**config.mk**
```make
export PLATFORM = sky130hd
export DESIGN_NAME = alu_writeback
export DESIGN_NICKNAME = d
export VERILOG_FILES = /design/src/rtl/alu_writeback.sv
export SDC_FILE = /design/constraint.sdc
export NUM_CORES = 1
export LEC_CHECK = 0
export CORE_MARGIN = 2
export CORE_UTILIZATION = 50
export DETAILED_ROUTE_END_ITERATION = 12
export PLACE_DENSITY = 0.79
export SKIP_CTS_REPAIR_TIMING = 1
export SLEW_MARGIN = 25
export SYNTH_ARGS = -nofsm -noshare
export SYNTH_HDL_FRONTEND = slang
export SYNTH_SLANG_ARGS = --single-unit
```
**constraint.sdc**
```tcl
create_clock -name clk -period 3 [get_ports clk]
set_clock_uncertainty 0.2 [all_clocks]
set_input_delay 0.3 -clock clk [delete_from_list [all_inputs] [get_ports clk]]
set_output_delay 0.3 -clock clk [all_outputs]
set_load 0.02 [all_outputs]
```
**src/rtl/alu_writeback.sv**
```systemverilog
// alu_writeback: execute-to-writeback stage with C/Z/N flags and a 2-entry register-write FIFO
module alu_writeback #(
   parameter int WIDTH      = 8,
   parameter int REG_ADDR_W = 3
) (
   input  logic                  clk,
   input  logic                  rst,
   input  logic                  in_valid,
   output logic                  in_ready,
   input  logic [WIDTH-1:0]      in_result,
   input  logic                  in_carry,
   input  logic [REG_ADDR_W-1:0] in_rd,
   input  logic                  in_we,
   input  logic                  in_flag_en,
   input  logic                  flush,
   output logic                  wb_valid,
   input  logic                  wb_ready,
   output logic [WIDTH-1:0]      wb_data,
   output logic [REG_ADDR_W-1:0] wb_addr,
   output logic                  flag_c,
   output logic                  flag_z,
   output logic                  flag_n,
   output logic [1:0]            wb_count,
   input  logic [REG_ADDR_W-1:0] lookup_addr,
   output logic                  pend_hit
);
   logic [WIDTH-1:0]      d [2];
   logic [REG_ADDR_W-1:0] a [2];
   logic [1:0]            cnt, cnt_n;
   logic                  rp, wp, rp_n, wp_n, acc, push, pop, head_new;
   assign in_ready = cnt != 2'd2;
   assign wb_valid = cnt != 2'd0;
   assign wb_count = cnt;
   assign pend_hit = (wb_valid && a[rp] == lookup_addr) || (cnt == 2'd2 && a[~rp] == lookup_addr);
   always_comb begin
      acc      = in_valid & in_ready & ~flush;
      push     = acc & in_we;
      pop      = wb_valid & wb_ready & ~flush;
      cnt_n    = flush ? 2'd0 : cnt + 2'(push) - 2'(pop);
      rp_n     = flush ? 1'b0 : rp ^ pop;
      wp_n     = flush ? 1'b0 : wp ^ push;
      head_new = push && wp == rp_n;
   end
   // wb_data/wb_addr preload the next head so they stay registered and hold when empty
   always_ff @(posedge clk) begin
      if (rst) begin
         cnt     <= '0;
         rp      <= 1'b0;
         wp      <= 1'b0;
         d[0]    <= '0;
         d[1]    <= '0;
         a[0]    <= '0;
         a[1]    <= '0;
         wb_data <= '0;
         wb_addr <= '0;
         flag_c  <= 1'b0;
         flag_z  <= 1'b0;
         flag_n  <= 1'b0;
      end else begin
         cnt <= cnt_n;
         rp  <= rp_n;
         wp  <= wp_n;
         if (push) begin
            d[wp] <= in_result;
            a[wp] <= in_rd;
         end
         if (acc && in_flag_en) begin
            flag_c <= in_carry;
            flag_z <= in_result == '0;
            flag_n <= in_result[WIDTH-1];
         end
         if (cnt_n != 2'd0) begin
            wb_data <= head_new ? in_result : d[rp_n];
            wb_addr <= head_new ? in_rd : a[rp_n];
         end
      end
   end
   always_ff @(posedge clk) begin
      if (!rst) begin
         assert (cnt != 2'd3);
         assert (!(push && cnt == 2'd2));
         assert (!(pop && cnt == 2'd0));
      end
   end
endmodule

```
==> run metrics, run 1 <==
Cells after Synth 158; syn_nets 182; n_diodes 0; Final period util 0.931; Syn Std Cell Area 1860 um2; Total GRT Usage 0.221; die width 64.9 um; slowest CP cell nor2_1; peak supply drop 0.396 mV; Reg2Reg Launch Point wb_count[0]; clock power share 0.373; TritonRoute pass-1 iters 4; Total Nets Final 229; reg2reg setup slack 0.22 ns; vias in the first global route 1428; first-pass GRT wire length 6730 um; Root Buffer clkbuf_8; switching share of power 0.221; final hold violations 0; antenna violations before repair 0; setup ws final 0.208 ns; Die Area 4220 um2; Syn Area/Cell 11.8 um2; Placed Cells 246; gp weighted congestion 0.789; post-DR wirelength/cell 16.6 um; PD cells 475 nW/um2; yosys warns 0; Num CTS Buffers 5; CTS tree done; # IOs 41; dpl hpwl 2860 um; clk sinks 40; RSZ-0062 raised after global routing no; required time worst endpoint 3.04 ns; Flop pwr share 0.523; final std cells w/o fill 254; hold slack 0.296 ns; FF-to-FF path depth 10; mux cell area share after synthesis 0.0775; XOR/XNOR Fraction of Synth Area 0.0627; reg2reg end wb_addr[0]; adder-cell share of the synthesized area 0.0135; Syn-to-layout area delta 31.9%; hold path start wb_data[1]; Synth Area in Simple Gates 0.173; Post-synth EDFFs 22; main combinational cell family by area after synthesis simple AND/OR/NAND/NOR gates; initial DRC count 71; Synth area leader edfxtp_1; final setup vio count 0; core area 3610 um2; Primary FF master, synth edfxtp_1; Worst setup EP type flip-flop; vias post-DR 1375; Crit path top cell by count nor2_1; met3 usage 0.0486; gr busiest metal met2; post-synth top area share 0.356; largest buffer count on any clock path 2; # DRC 0; max-cap viol count 0; Vias/cell 5.41; CP arrival 2.83 ns; DRT Wirelength 4210 um; most area-consuming cells after synthesis edfxtp_1, dfxtp_1, mux2i_1, a221o_1, nor2_1; Detail Route Antenna Nets 0; Yosys cell types 36; worst-margin pin slew 0.801 ns; CP Launch Type primary input; H-tree levels 2; Post-synth ARST share 0; Int Power 0.906 mW; clock slew at reported path FFs 0.08 ns; Max Slew Vio Count 0; Post-Place Setup Slack -0.133 ns; Clock Latency Late Sink 0.30 ns; HP Class flip-flop to flip-flop; P_sw 0.257 mW; Chip Height 64.9 um; hold depth 1; Leakage 1.06 nW; GRT met2 Usage 0.374; post-synthesis sequential area ratio 0.550; Crit path largest cell delay 0.60 ns; crit-path cells clkdlybuf4s50_1 > nor2b_1 > nand3_1 > ha_1 > inv_1 > ha_1 > xor3_1 > nor2_1 > nor2_1 > nor2_1 > a221o_1; pin count of the biggest net entering global routing 17; minimum clock period 2.79 ns; Peak Freq 358 MHz; hold endpoint wb_data[1]; number of synthesized register bits 40; post-synthesis compound-gate area fraction 0.0943; Starting Density 0.515; Max transition margin 0.464; Core Rows 22; global routing usage on met1 0.262; port bufs 40; Crit Path Max Fanout 11; status finished clean; combinational share of power 0.104; layout cell share with drive strength beyond 1 0.102; grt total ovfl 0; crit path kind primary input to flip-flop
-- power by group through the flow --
| stage | clock, mW | sequential [mW] | combinational (mW) |
|---|---|---|---|
| after floorplan | 0 | 0.625 | 0.0487 |
| after global placement | 0 | 0.619 | 0.118 |
| after detailed placement | 0 | 0.620 | 0.121 |
| after CTS | 0.442 | 0.608 | 0.122 |
| after global routing | 0.461 | 0.611 | 0.130 |
| final | 0.434 | 0.608 | 0.121 |
-- worst max-delay path, delay by kind of cell --
family | cells | cell delay, ns
buf+inv | 2 | 0.50
xor+xnor | 1 | 0.26
simple gates | 5 | 1.07
fa+ha+maj | 2 | 0.43
compound gates | 1 | 0.26
-- flip-flops by register name, summed over array words and instances (netlist names) --
signal and flops:
d 16, wb_data 8, a 6, wb_addr 3
wb_count 2, flag_c 1, flag_n 1, flag_z 1
rp 1, wp 1
-- synth_stat cells, types with 2 or more instances --
cell,count
inv_1,2
nor2_1,24
dfxtp_1,18
nor2b_1,2
edfxtp_1,22
clkbuf_1,5
a221o_1,11
nor4_1,2
nand2_1,2
and2_1,13
mux2i_1,13
and3_1,11
nand3_1,2
buf_2,2
xor2_1,5
xnor2_1,3
ha_1,2
-- layout make-up --
class	count	area [um2]
clock buffer	5	68.8
inverter	2	7.51
sequential	40	1020
tap	48	60.1
multi-input combinational	107	781
timing repair buffer	49	468
clock inverter	3	42.5
fill	272	1160
-- kinds of logic after synthesis --
group / Yosys count
AO/OA/AOI/OAI: 20
XOR/XNOR: 10
adder cells (fa/ha/maj): 2
buffers and inverters: 11
flip-flops: 40
multiplexers: 14
AND/OR/NAND/NOR: 61
-- metrics by stage --
stage | TNS (ns) | power, mW | util | area [um2]
floorplan | 0 | 0.674 | - | 1860
global placement | -0.579 | 0.737 | 0.648 | 2340
detailed placement | -1.34 | 0.742 | 0.648 | 2340
CTS | 0 | 1.17 | 0.679 | 2450
global route | 0 | 1.20 | 0.679 | 2450
finish | 0 | 1.16 | 0.679 | 2450
-- worst max-delay path by stage --
stage	cells after the start	slack, ns	from	end
finish	11	0.21	in_valid	wb_addr[0]
global route	11	0.03	in_valid	wb_data[7]
CTS	11	0.19	in_valid	wb_addr[0]
detailed placement	11	-0.13	in_valid	wb_addr[0]
global placement	11	-0.05	in_valid	wb_data[1]
floorplan	10	0.11	wb_count[0]	wb_addr[0]
-- per-layer routing --
layer | routed length [um] | vias to the layer above
li1 | - | 668
met1 | 1790 | 649
met2 | 2070 | 54
met3 | 287 | 4
met4 | 60 | 0
met5 | 0 | -
-- layout by cell type (no fill, tap or decap), types with 2 or more instances in the layout --
cell / count
a221o_1: 11
inv_1: 2
clkdlybuf4s50_1: 40
ha_1: 2
edfxtp_1: 22
mux2i_1: 13
xnor2_1: 3
xor2_1: 5
nor2_1: 24
dfxtp_1: 18
and2_1: 13
buf_4: 9
nand2_1: 2
nor4_1: 2
nand3_1: 2
clkbuf_8: 5
nor2b_1: 2
and3_1: 11
Note: power is estimated with default switching activity, not from simulation.
==> run 2, diff against run 1 <==
- SLEW_MARGIN: 25 -> default
==> results of run 2 <==
No change in the layout: final DEF, timing and power equal those of run 1.
==> run 3, diff against run 2 <==
--- a/config.mk
+++ b/config.mk
@@ -9,4 +9,5 @@
 export CORE_UTILIZATION = 50
 export DETAILED_ROUTE_END_ITERATION = 12
+export GPL_TIMING_DRIVEN = 0
 export PLACE_DENSITY = 0.79
 export SKIP_CTS_REPAIR_TIMING = 1
==> constraint.sdc (replaced) <==
create_clock -name clk -period 3 [get_ports clk]
set_clock_uncertainty 0.2 [all_clocks]
set_input_delay 0.3 -clock clk [delete_from_list [all_inputs] [get_ports clk]]
set_output_delay 0.3 -clock clk [all_outputs]
set_load 0.05 [all_outputs]
==> run 3 against run 2 <==
  * Fmax shrank 1.8%
  * Worst setup slack lost 0.051 ns
  * Cell count shrank 0.39%
  * Routed wire length down 1.0%
  * Sequential share of layout area grew 0.73 points
  * Clock-buffer cell count unchanged
  * Non-clock buffer count is the same
  * Combinational power is 12% higher
  * Hold slack got worse by 0.12 ns
  * Global-route usage is 0.22 points higher
  * Critical path type unchanged
==> run metrics, run 3 (synthesis gave the netlist of run 1 again) <==
gp weighted congestion 0.798 (was 0.789); Final Total Pwr 1.09 mW (was 1.16 mW); number of flip-flops under the largest register name 16 (unchanged); Worst setup EP type flip-flop (unchanged); CP Launch Type primary input (unchanged); slowest CP cell clkdlybuf4s50_1 (was nor2_1); n_diodes 0 (unchanged); Final period util 0.948 (was 0.931); combinational share of power 0.125 (was 0.104); CP arrival 2.82 ns (was 2.83 ns); Max Slew Vio Count 0 (unchanged); multi-input logic area 786 um2 (was 781 um2); Max transition margin 0.226 (was 0.464); peak supply drop 0.293 mV (was 0.396 mV); HP Class primary input to flip-flop (was flip-flop to flip-flop); die width 64.9 um (unchanged); # IOs 41 (unchanged); met2 wire length 1960 um (was 2070 um); Clock Latency Late Sink 0.30 ns (about the same); RSZ-0062 raised after global routing no (unchanged); layout cell share with drive strength beyond 1 0.0976 (was 0.102); port bufs 40 (unchanged); Detail Route Antenna Nets 0 (unchanged); Crit path top cell by count ha_1 (was nor2_1); Flop pwr share 0.560 (was 0.523); worst-margin pin slew 1.16 ns (was 0.801 ns); DRT Wirelength 4160 um (was 4210 um); met3 wire length 336 um (was 287 um); clk sinks 40 (unchanged); pin count of the biggest net entering global routing 13 (was 17); Syn-to-layout area delta 29.9% (was 31.9%); PD cells 450 nW/um2 (was 475 nW/um2); dpl hpwl 2820 um (was 2860 um); final setup vio count 0 (unchanged); Peak Freq 352 MHz (was 358 MHz); Int Power 0.816 mW (was 0.906 mW); H-tree levels 2 (unchanged); crit path kind primary input to flip-flop (unchanged); Total GRT Usage 0.224 (was 0.221); antenna violations before repair 0 (unchanged); Regs by FF count d (16), wb_data (8), a (6) (unchanged); initial DRC count 85 (was 71); Total Nets Final 229 (unchanged); status finished clean (unchanged); Root Buffer clkbuf_8 (unchanged); # DRC 0 (unchanged); clock slew at reported path FFs 0.07 ns (was 0.08 ns); minimum clock period 2.84 ns (was 2.79 ns); crit-path cells clkdlybuf4s50_1 > nor2b_2 > nand3_1 > ha_1 > inv_1 > ha_1 > xor3_1 > o21a_1 > o21ai_1 > clkbuf_4 > nor2_1 > a221o_1 (was clkdlybuf4s50_1 > nor2b_1 > nand3_1 > ha_1 > inv_1 > ha_1 > xor3_1 > nor2_1 > nor2_1 > nor2_1 > a221o_1); most common cell after layout, fill and taps aside clkdlybuf4s50_1 (unchanged); FF-to-FF path depth 11 (was 10); hold depth 2 (was 1); Num CTS Buffers 5 (unchanged); post-DR wirelength/cell 16.5 um (was 16.6 um); CTS tree done (unchanged); switching share of power 0.248 (was 0.221); Vias/cell 5.63 (was 5.41); fillers 263 (was 272); uppermost layer routed met4 (unchanged); largest buffer count on any clock path 2 (unchanged); Reg area 1020 um2 (about the same); clock power share 0.316 (was 0.373); commonest non-fill, non-tap cells in the layout clkdlybuf4s50_1, nor2_1, edfxtp_1 (unchanged); Die Area 4220 um2 (unchanged); max-cap viol count 0 (unchanged); grt total ovfl 0 (unchanged); final hold violations 0 (unchanged); required time worst endpoint 2.98 ns (was 3.04 ns); vias post-DR 1424 (was 1375); P_sw 0.269 mW (was 0.257 mW); core area 3610 um2 (unchanged); Crit path largest cell delay 0.45 ns (was 0.60 ns); hold slack 0.178 ns (was 0.296 ns); Largest Register d (unchanged); vias in the first global route 1403 (was 1428); Chip Height 64.9 um (unchanged); Starting Density 0.515 (unchanged); Leakage 1.04 nW (was 1.06 nW); TritonRoute pass-1 iters 4 (unchanged); Core Rows 22 (unchanged); M1 WL 1770 um (was 1790 um); first-pass GRT wire length 6780 um (was 6730 um); Crit Path Max Fanout 10 (was 11)
[run 3: final cells by class]
type                    instances  area share
plain buffers                   9      0.0213
inverters                       2     0.00311
flip-flops and latches         40       0.424
clock buffers                   5      0.0285
well taps                      48      0.0249
multi-input cells             107       0.326
repair buffers                 40       0.167
clock inverters                 2     0.00519
[run 3: per-layer routing]
layer | vias to the layer above | global-route usage
met5 | - | 0
met4 | 0 | 0.120
met3 | 7 | 0.0382
met2 | 61 | 0.362
met1 | 687 | 0.286
li1 | 669 | -
[run 3: worst max-delay path, delay by kind of cell]
| kind | cells | cell delay, ns |
|---|---|---|
| buf+inv | 3 | 0.77 |
| compound gates | 3 | 0.61 |
| fa+ha+maj | 2 | 0.46 |
| simple gates | 3 | 0.45 |
| xor+xnor | 1 | 0.25 |
[run 3: power groups by stage]
stage / sequential [mW] / combinational, mW / clock [mW]
6_report: 0.607 / 0.135 / 0.343
5_1_grt: 0.610 / 0.144 / 0.372
4_1_cts: 0.608 / 0.135 / 0.346
3_5_place_dp: 0.620 / 0.134 / 0
3_3_place_gp: 0.619 / 0.131 / 0
2_1_floorplan: 0.639 / 0.0503 / 0
[run 3: stage by stage]
step	instances	setup WS [ns]	utilization	TNS [ns]	area, um2
floorplan	158	0.0473	-	0	1860
global placement	246	-0.251	0.644	-2.50	2320
detailed placement	246	-0.338	0.644	-3.11	2320
CTS	253	-0.0330	0.667	-0.126	2400
global route	253	0.0214	0.669	0	2410
finish	253	0.157	0.669	0	2410
[run 3: path summary, 6_finish.rpt]
kind | startpoint | endpoint | slack (ns)
setup reg to reg | wb_count[0] | wb_addr[2] | 0.19
setup / recovery | in_valid | wb_addr[2] | 0.16
hold reg to reg | wb_addr[1] | wb_addr[1] | 0.29
hold / removal | flush | wp | 0.18
